===== config.mk =====
export PLATFORM = sky130hd
export DESIGN_NAME = mem_arbiter
export DESIGN_NICKNAME = d
export VERILOG_FILES = /design/src/rtl/mem_pkg.sv /design/src/rtl/mem_arbiter.sv
export SDC_FILE = /design/constraint.sdc
export NUM_CORES = 1
export LEC_CHECK = 0
export CAP_MARGIN = 25
export CORE_MARGIN = 2
export CORE_UTILIZATION = 46
export DETAILED_ROUTE_END_ITERATION = 8
export MAX_ROUTING_LAYER = met4
export PLACE_DENSITY = 0.85
export SLEW_MARGIN = 10
export SYNTH_ARGS = -nofsm -noshare
export SYNTH_HDL_FRONTEND = slang
export SYNTH_SLANG_ARGS = --single-unit

===== constraint.sdc =====
create_clock -name i_clk -period 3.05 [get_ports i_clk]
set_input_delay 0.61 -clock i_clk [delete_from_list [all_inputs] [get_ports i_clk]]
set_output_delay 0.61 -clock i_clk [all_outputs]
set_load 0.05 [all_outputs]

===== src/rtl/mem_pkg.sv =====
// Shared definitions for the CPU memory-bus arbiter: FSM encoding and bus widths.
package mem_pkg;

  localparam int ADDR_W = 32;
  localparam int DATA_W = 32;
  localparam int BE_W   = DATA_W / 8;

  localparam logic [1:0] ST_IDLE = 2'd0;
  localparam logic [1:0] ST_INST = 2'd1;
  localparam logic [1:0] ST_DATA = 2'd2;

endpackage


===== src/rtl/mem_arbiter.sv =====
// Shares one single-ported memory bus between instruction-fetch and data ports,
// with alternating priority on ties and a bus-timeout watchdog.
module mem_arbiter
  import mem_pkg::*;
#(
  parameter int TIMEOUT = 255,
  parameter int TW      = 8
) (
  input  logic              i_clk,
  input  logic              i_rst_n,
  input  logic              i_req_i,
  input  logic [ADDR_W-1:0] i_addr_i,
  output logic [DATA_W-1:0] o_data_i,
  output logic              o_ack_i,
  input  logic              i_rd_d,
  input  logic [BE_W-1:0]   i_wr_d,
  input  logic [ADDR_W-1:0] i_addr_d,
  input  logic [DATA_W-1:0] i_wdata_d,
  output logic [DATA_W-1:0] o_data_d,
  output logic              o_ack_d,
  output logic [ADDR_W-1:0] o_mem_addr,
  output logic              o_mem_rd,
  output logic [BE_W-1:0]   o_mem_wr,
  output logic [DATA_W-1:0] o_mem_wdata,
  input  logic [DATA_W-1:0] i_mem_rdata,
  input  logic              i_mem_ack,
  output logic              o_bus_err
);

  // Handshake: a requester holds its request until it sees its one-cycle ack;
  // a request is ignored in its own ack cycle so the same access is never
  // granted twice. Memory holds ack for exactly one cycle per strobed access.

  localparam logic [TW-1:0] CNT_LAST = TW'(TIMEOUT - 1);

  logic [1:0]        state;
  logic              last_d;
  logic [TW-1:0]     cnt;
  logic [ADDR_W-1:0] addr_q;
  logic [DATA_W-1:0] wdata_q;
  logic [BE_W-1:0]   wr_q;
  logic              rd_q;

  logic pend_i;
  logic pend_d;
  logic grant_i;
  logic grant_d;
  logic expire;
  logic is_data;

  always_comb begin
    pend_i  = i_req_i & ~o_ack_i;
    pend_d  = (i_rd_d | (|i_wr_d)) & ~o_ack_d;
    // On a tie the port that was not served last wins.
    grant_d = pend_d & (~pend_i | ~last_d);
    grant_i = pend_i & ~grant_d;
    expire  = ~i_mem_ack & (cnt == CNT_LAST);
    is_data = (state == ST_DATA);
  end

  // Strobes only exist while an access is in flight; everything else comes
  // straight from the grant-time latches so it stays stable for the access.
  always_comb begin
    o_mem_addr  = addr_q;
    o_mem_wdata = wdata_q;
    o_mem_rd    = (state == ST_INST) | (is_data & rd_q);
    o_mem_wr    = is_data ? wr_q : '0;
  end

  always_ff @(posedge i_clk or negedge i_rst_n) begin
    if (!i_rst_n) begin
      state     <= ST_IDLE;
      last_d    <= 1'b0;
      cnt       <= '0;
      addr_q    <= '0;
      wdata_q   <= '0;
      wr_q      <= '0;
      rd_q      <= 1'b0;
      o_data_i  <= '0;
      o_data_d  <= '0;
      o_ack_i   <= 1'b0;
      o_ack_d   <= 1'b0;
      o_bus_err <= 1'b0;
    end else begin
      o_ack_i   <= 1'b0;
      o_ack_d   <= 1'b0;
      o_bus_err <= 1'b0;
      case (state)
        ST_IDLE: begin
          if (grant_d) begin
            state   <= ST_DATA;
            addr_q  <= i_addr_d;
            wdata_q <= i_wdata_d;
            wr_q    <= i_wr_d;
            // A read combined with write enables is performed as a write only.
            rd_q    <= i_rd_d & ~(|i_wr_d);
            cnt     <= '0;
          end else if (grant_i) begin
            state   <= ST_INST;
            addr_q  <= i_addr_i;
            wdata_q <= '0;
            wr_q    <= '0;
            rd_q    <= 1'b1;
            cnt     <= '0;
          end
        end
        ST_INST, ST_DATA: begin
          if (i_mem_ack || expire) begin
            state     <= ST_IDLE;
            last_d    <= is_data;
            o_bus_err <= ~i_mem_ack;
            if (is_data) begin
              o_ack_d  <= 1'b1;
              o_data_d <= i_mem_ack ? i_mem_rdata : '0;
            end else begin
              o_ack_i  <= 1'b1;
              o_data_i <= i_mem_ack ? i_mem_rdata : '0;
            end
          end else begin
            cnt <= cnt + TW'(1);
          end
        end
        default: state <= ST_IDLE;
      endcase
    end
  end

endmodule

==> summary.md <==
| Metric | Value |
|---|---|
| Commonest non-fill, non-tap cell in the layout | `clkdlybuf4s50_1` |
| Most frequent cells in the layout | `clkdlybuf4s50_1, dfrtp_1, mux2_2` |
| Synth cell types | `41` |
| Vias | `around 4900` |
| WL/cell | `about 20 um` |
| Reg2reg start | `state[1]$_DFFE_PN0P_` |
| CP arrival | `roughly 2.3 ns` |
| Pwr dens | `around 1300 nW/um^2` |
| Root Buffer | `clkbuf_16` |
| Hold Crit Class | `primary input to asynchronous set/reset pin` |
| YS warnings | `0` |
| Input/output buffers | `between 200 and 300` |
| Vias per cell | `5.346` |
| Clk_lat worst skew | `around 0.43 ns` |
| Initial Util | `around 47%` |
| Clock-pin slew on the worst setup and hold paths | `~0.060 ns` |
| Crit end category | `output port` |
| DPL Wire Length | `~13 mm` |
| Postcts setup bufs | `0` |
| Seq pwr share | `25.5%` |
| Sw Pwr | `between 5 and 6 mW` |
| Clk pwr share | `15.9%` |
| Crit Path Class | `flip-flop to output port` |
| Initial antenna violation count | `0` |
| Die Footprint | `~15000 um^2` |
| Number of iterations in the first detailed-routing pass | `4` |
| Setup WS pre-CTS | `between 0.2 and 0.25 ns` |
| I/O Pins | `273` |
| Mean Syn Cell Area | `around 14 um^2` |
| CTS tree | `built` |
| Setup TNS | `0 ns` |
| Die height | `around 120 um` |
| Worst slew pin tran | `~0.98 ns` |
| Fin. Hold Viols | `0` |
| Net Sw Frac | `between 40% and 50%` |
| Post-Syn Nets | `601` |
| Mapped cell area | `around 6500 um^2` |
| Placement row count | `43` |
| Max cap viols | `0` |
| Total power | `about 13 mW` |
| Worst EP required | `around 2.4 ns` |
| Lkg Pwr | `approximately 4.3 nW` |
| ANT cells | `0` |
| Worst Slack Setup Final | `0.1570 ns` |
| H-tree depth | `4` |
| Overflow after GRT | `0` |
| DRC violation count after routing | `0` |
| Crit path time final | `about 2.9 ns` |
| Layout area overhead | `53.75%` |
| RSZ-0062 raised after global routing | `false` |
| Post-detailed-route count of antenna-violating nets | `0` |
| # clock sinks | `approximately 150` |
| Num CTS Buffers | `17` |
| First-pass GRT wire length | `27.83 mm` |
| Clock Skew | `a little over 0.01 ns` |
| Nets | `873` |
| Setup violators final | `0` |
| Max Freq | `around 0.35 GHz` |
| #FFs+latches synth | `roughly 150` |
| Post-route insts no fill | `slightly above 900` |
| Status | `completed` |
| Critical path launch point type | `flip-flop` |
| Gpl congestion | `about 0.85` |
| Dpl cell area | `9425 um^2` |
| CTS resizes | `0` |
| Vias in the first global route | `about 5300` |
| Overall Global Routing Usage | `25.12%` |
| Share of layout cells above drive strength 1 | `23.52%` |
| VDD IR max | `just under 0.0007 V` |
| CP Max Fanout | `7` |
| Hold_buf cts | `0` |
| Seq/Total Area, Yosys | `56.50%` |
| Max Buffers Root-to-Sink | `2` |
| Final Cell Area | `~10000 um^2` |
| Comb pwr share | `around 59%` |
| Core footprint | `roughly 14000 um^2` |
| Post-Synthesis Cells | `between 400 and 500` |
| Die Wd | `about 120 um` |
| Slew headroom | `a little over a third` |
| Cell Count Post-Placement | `just under 900` |
| Post-Route WL | `around 19 mm` |
| Largest net degree at the start of global routing | `74` |
| Drt initial violations | `about 240` |
| Internal power | `7.037 mW` |
| Crit. Startpoint | `state[0]$_DFFE_PN0P_` |
| Crit share post-route | `~95%` |
| Max Slew Vio Count | `0` |
==> sequential cells by signal (all words and copies together), names as in the netlist, 2 cells and up <==
signal,cells
o_mem_addr,32
o_data_i,32
state,2
wr_q,4
o_mem_wdata,32
cnt,8
o_data_d,32
==> critical path, cell delays in order (launching register included) <==
cell and delay, ns:
dfrtp_1 0.40, inv_1 0.09, ha_1 0.35, and2_1 0.19
clkdlybuf4s50_1 0.84
==> kinds of logic after synthesis <==
| family | share of synthesized area (%) |
|---|---|
| flops | 56.50 |
| mux | 24.14 |
| simple gates | 6.764 |
| compound gates | 8.436 |
| buf+inv | 3.209 |
| fa+ha+maj | 0.9608 |
==> worst paths after layout <==
check	depth (start not counted)	to	slack, ns
worst max-delay path	4	o_mem_wr[0]	0.16
worst min-delay path	1	o_mem_addr[2]$_DFFE_PN0P_	0.21
worst max register to register	6	o_data_i[19]$_DFFE_PN0P_	0.36
worst min register to register	1	o_mem_addr[30]$_DFFE_PN0P_	0.50
max in group asynchronous	2	o_data_d[19]$_DFFE_PN0P_	2.06
min in group i_clk	1	o_mem_addr[30]$_DFFE_PN0P_	0.50
==> layer usage <==
metal | share of wire [%] | GRT usage (%) | up-vias
met1 | 37 | 27.46 | 2426
met4 | 2.6 | 9.730 | 0
met3 | 10 | 9.456 | 44
met2 | 50 | 41.68 | 254
li1 | - | - | 2216
met5 | 0 | - | -
==> power by group through the flow <==
stage	Sequential, mW	Combinational (mW)	Clock (mW)
2_1_floorplan	5.89	2.54	0
3_3_place_gp	3.26	7.43	0
3_5_place_dp	3.31	7.56	0
4_1_cts	3.30	7.62	2.09
5_1_grt	3.39	7.91	2.19
6_report	3.30	7.58	2.06
==> synthesized netlist by cell type, drive strengths merged <==
cell type / instances / area, um^2
nand3: 7 / 35.03
nor2b: 1 / 13.76
o211ai: 7 / 52.55
mux2: 129 / 1562
a21o: 3 / 22.52
o21a: 1 / 7.510
nand2b: 2 / 12.51
buf: 19 / 141.4
and4: 2 / 17.52
o21ai: 7 / 38.79
a2bb2oi: 1 / 8.760
nor3: 2 / 10.01
and2: 39 / 244.0
or4: 3 / 22.52
a221o: 1 / 10.01
or3: 1 / 6.260
nor2: 4 / 20.02
nor4b: 1 / 8.760
a2111oi: 1 / 8.760
o311ai: 1 / 8.760
o41ai: 2 / 17.52
inv: 10 / 37.54
nand4: 1 / 6.260
nor4: 3 / 25.02
o31ai: 2 / 15.01
dfrtp: 147 / 3679
o2bb2ai: 1 / 8.760
nand2: 5 / 18.77
o22ai: 1 / 6.260
a22o: 36 / 315.3
mux2i: 1 / 10.01
a21oi: 4 / 20.02
o2111ai: 1 / 8.760
ha: 5 / 62.56
clkbuf: 8 / 30.03
==> stage by stage <==
step | hold WS (ns) | util [%]
after detailed placement | 0.4907 | 68.17
after floorplan | 0.3144 | -
after global routing | 0.2560 | 72.40
final | 0.2116 | 72.40
after global placement | 0.4881 | 68.17
after CTS | 0.2270 | 72.40
==> area by class of cell <==
cell class                      instances  area [um^2]
Clock inverter                         12        128.9
Multi-Input combinational cell        275         2638
Fill cell                             871         3816
Sequential cell                       147         3679
Tap cell                              180        225.2
Inverter                               10        37.54
Timing Repair Buffer                  280         2846
Clock buffer                           20        456.7
Note: power is estimated with default switching activity, not from simulation.
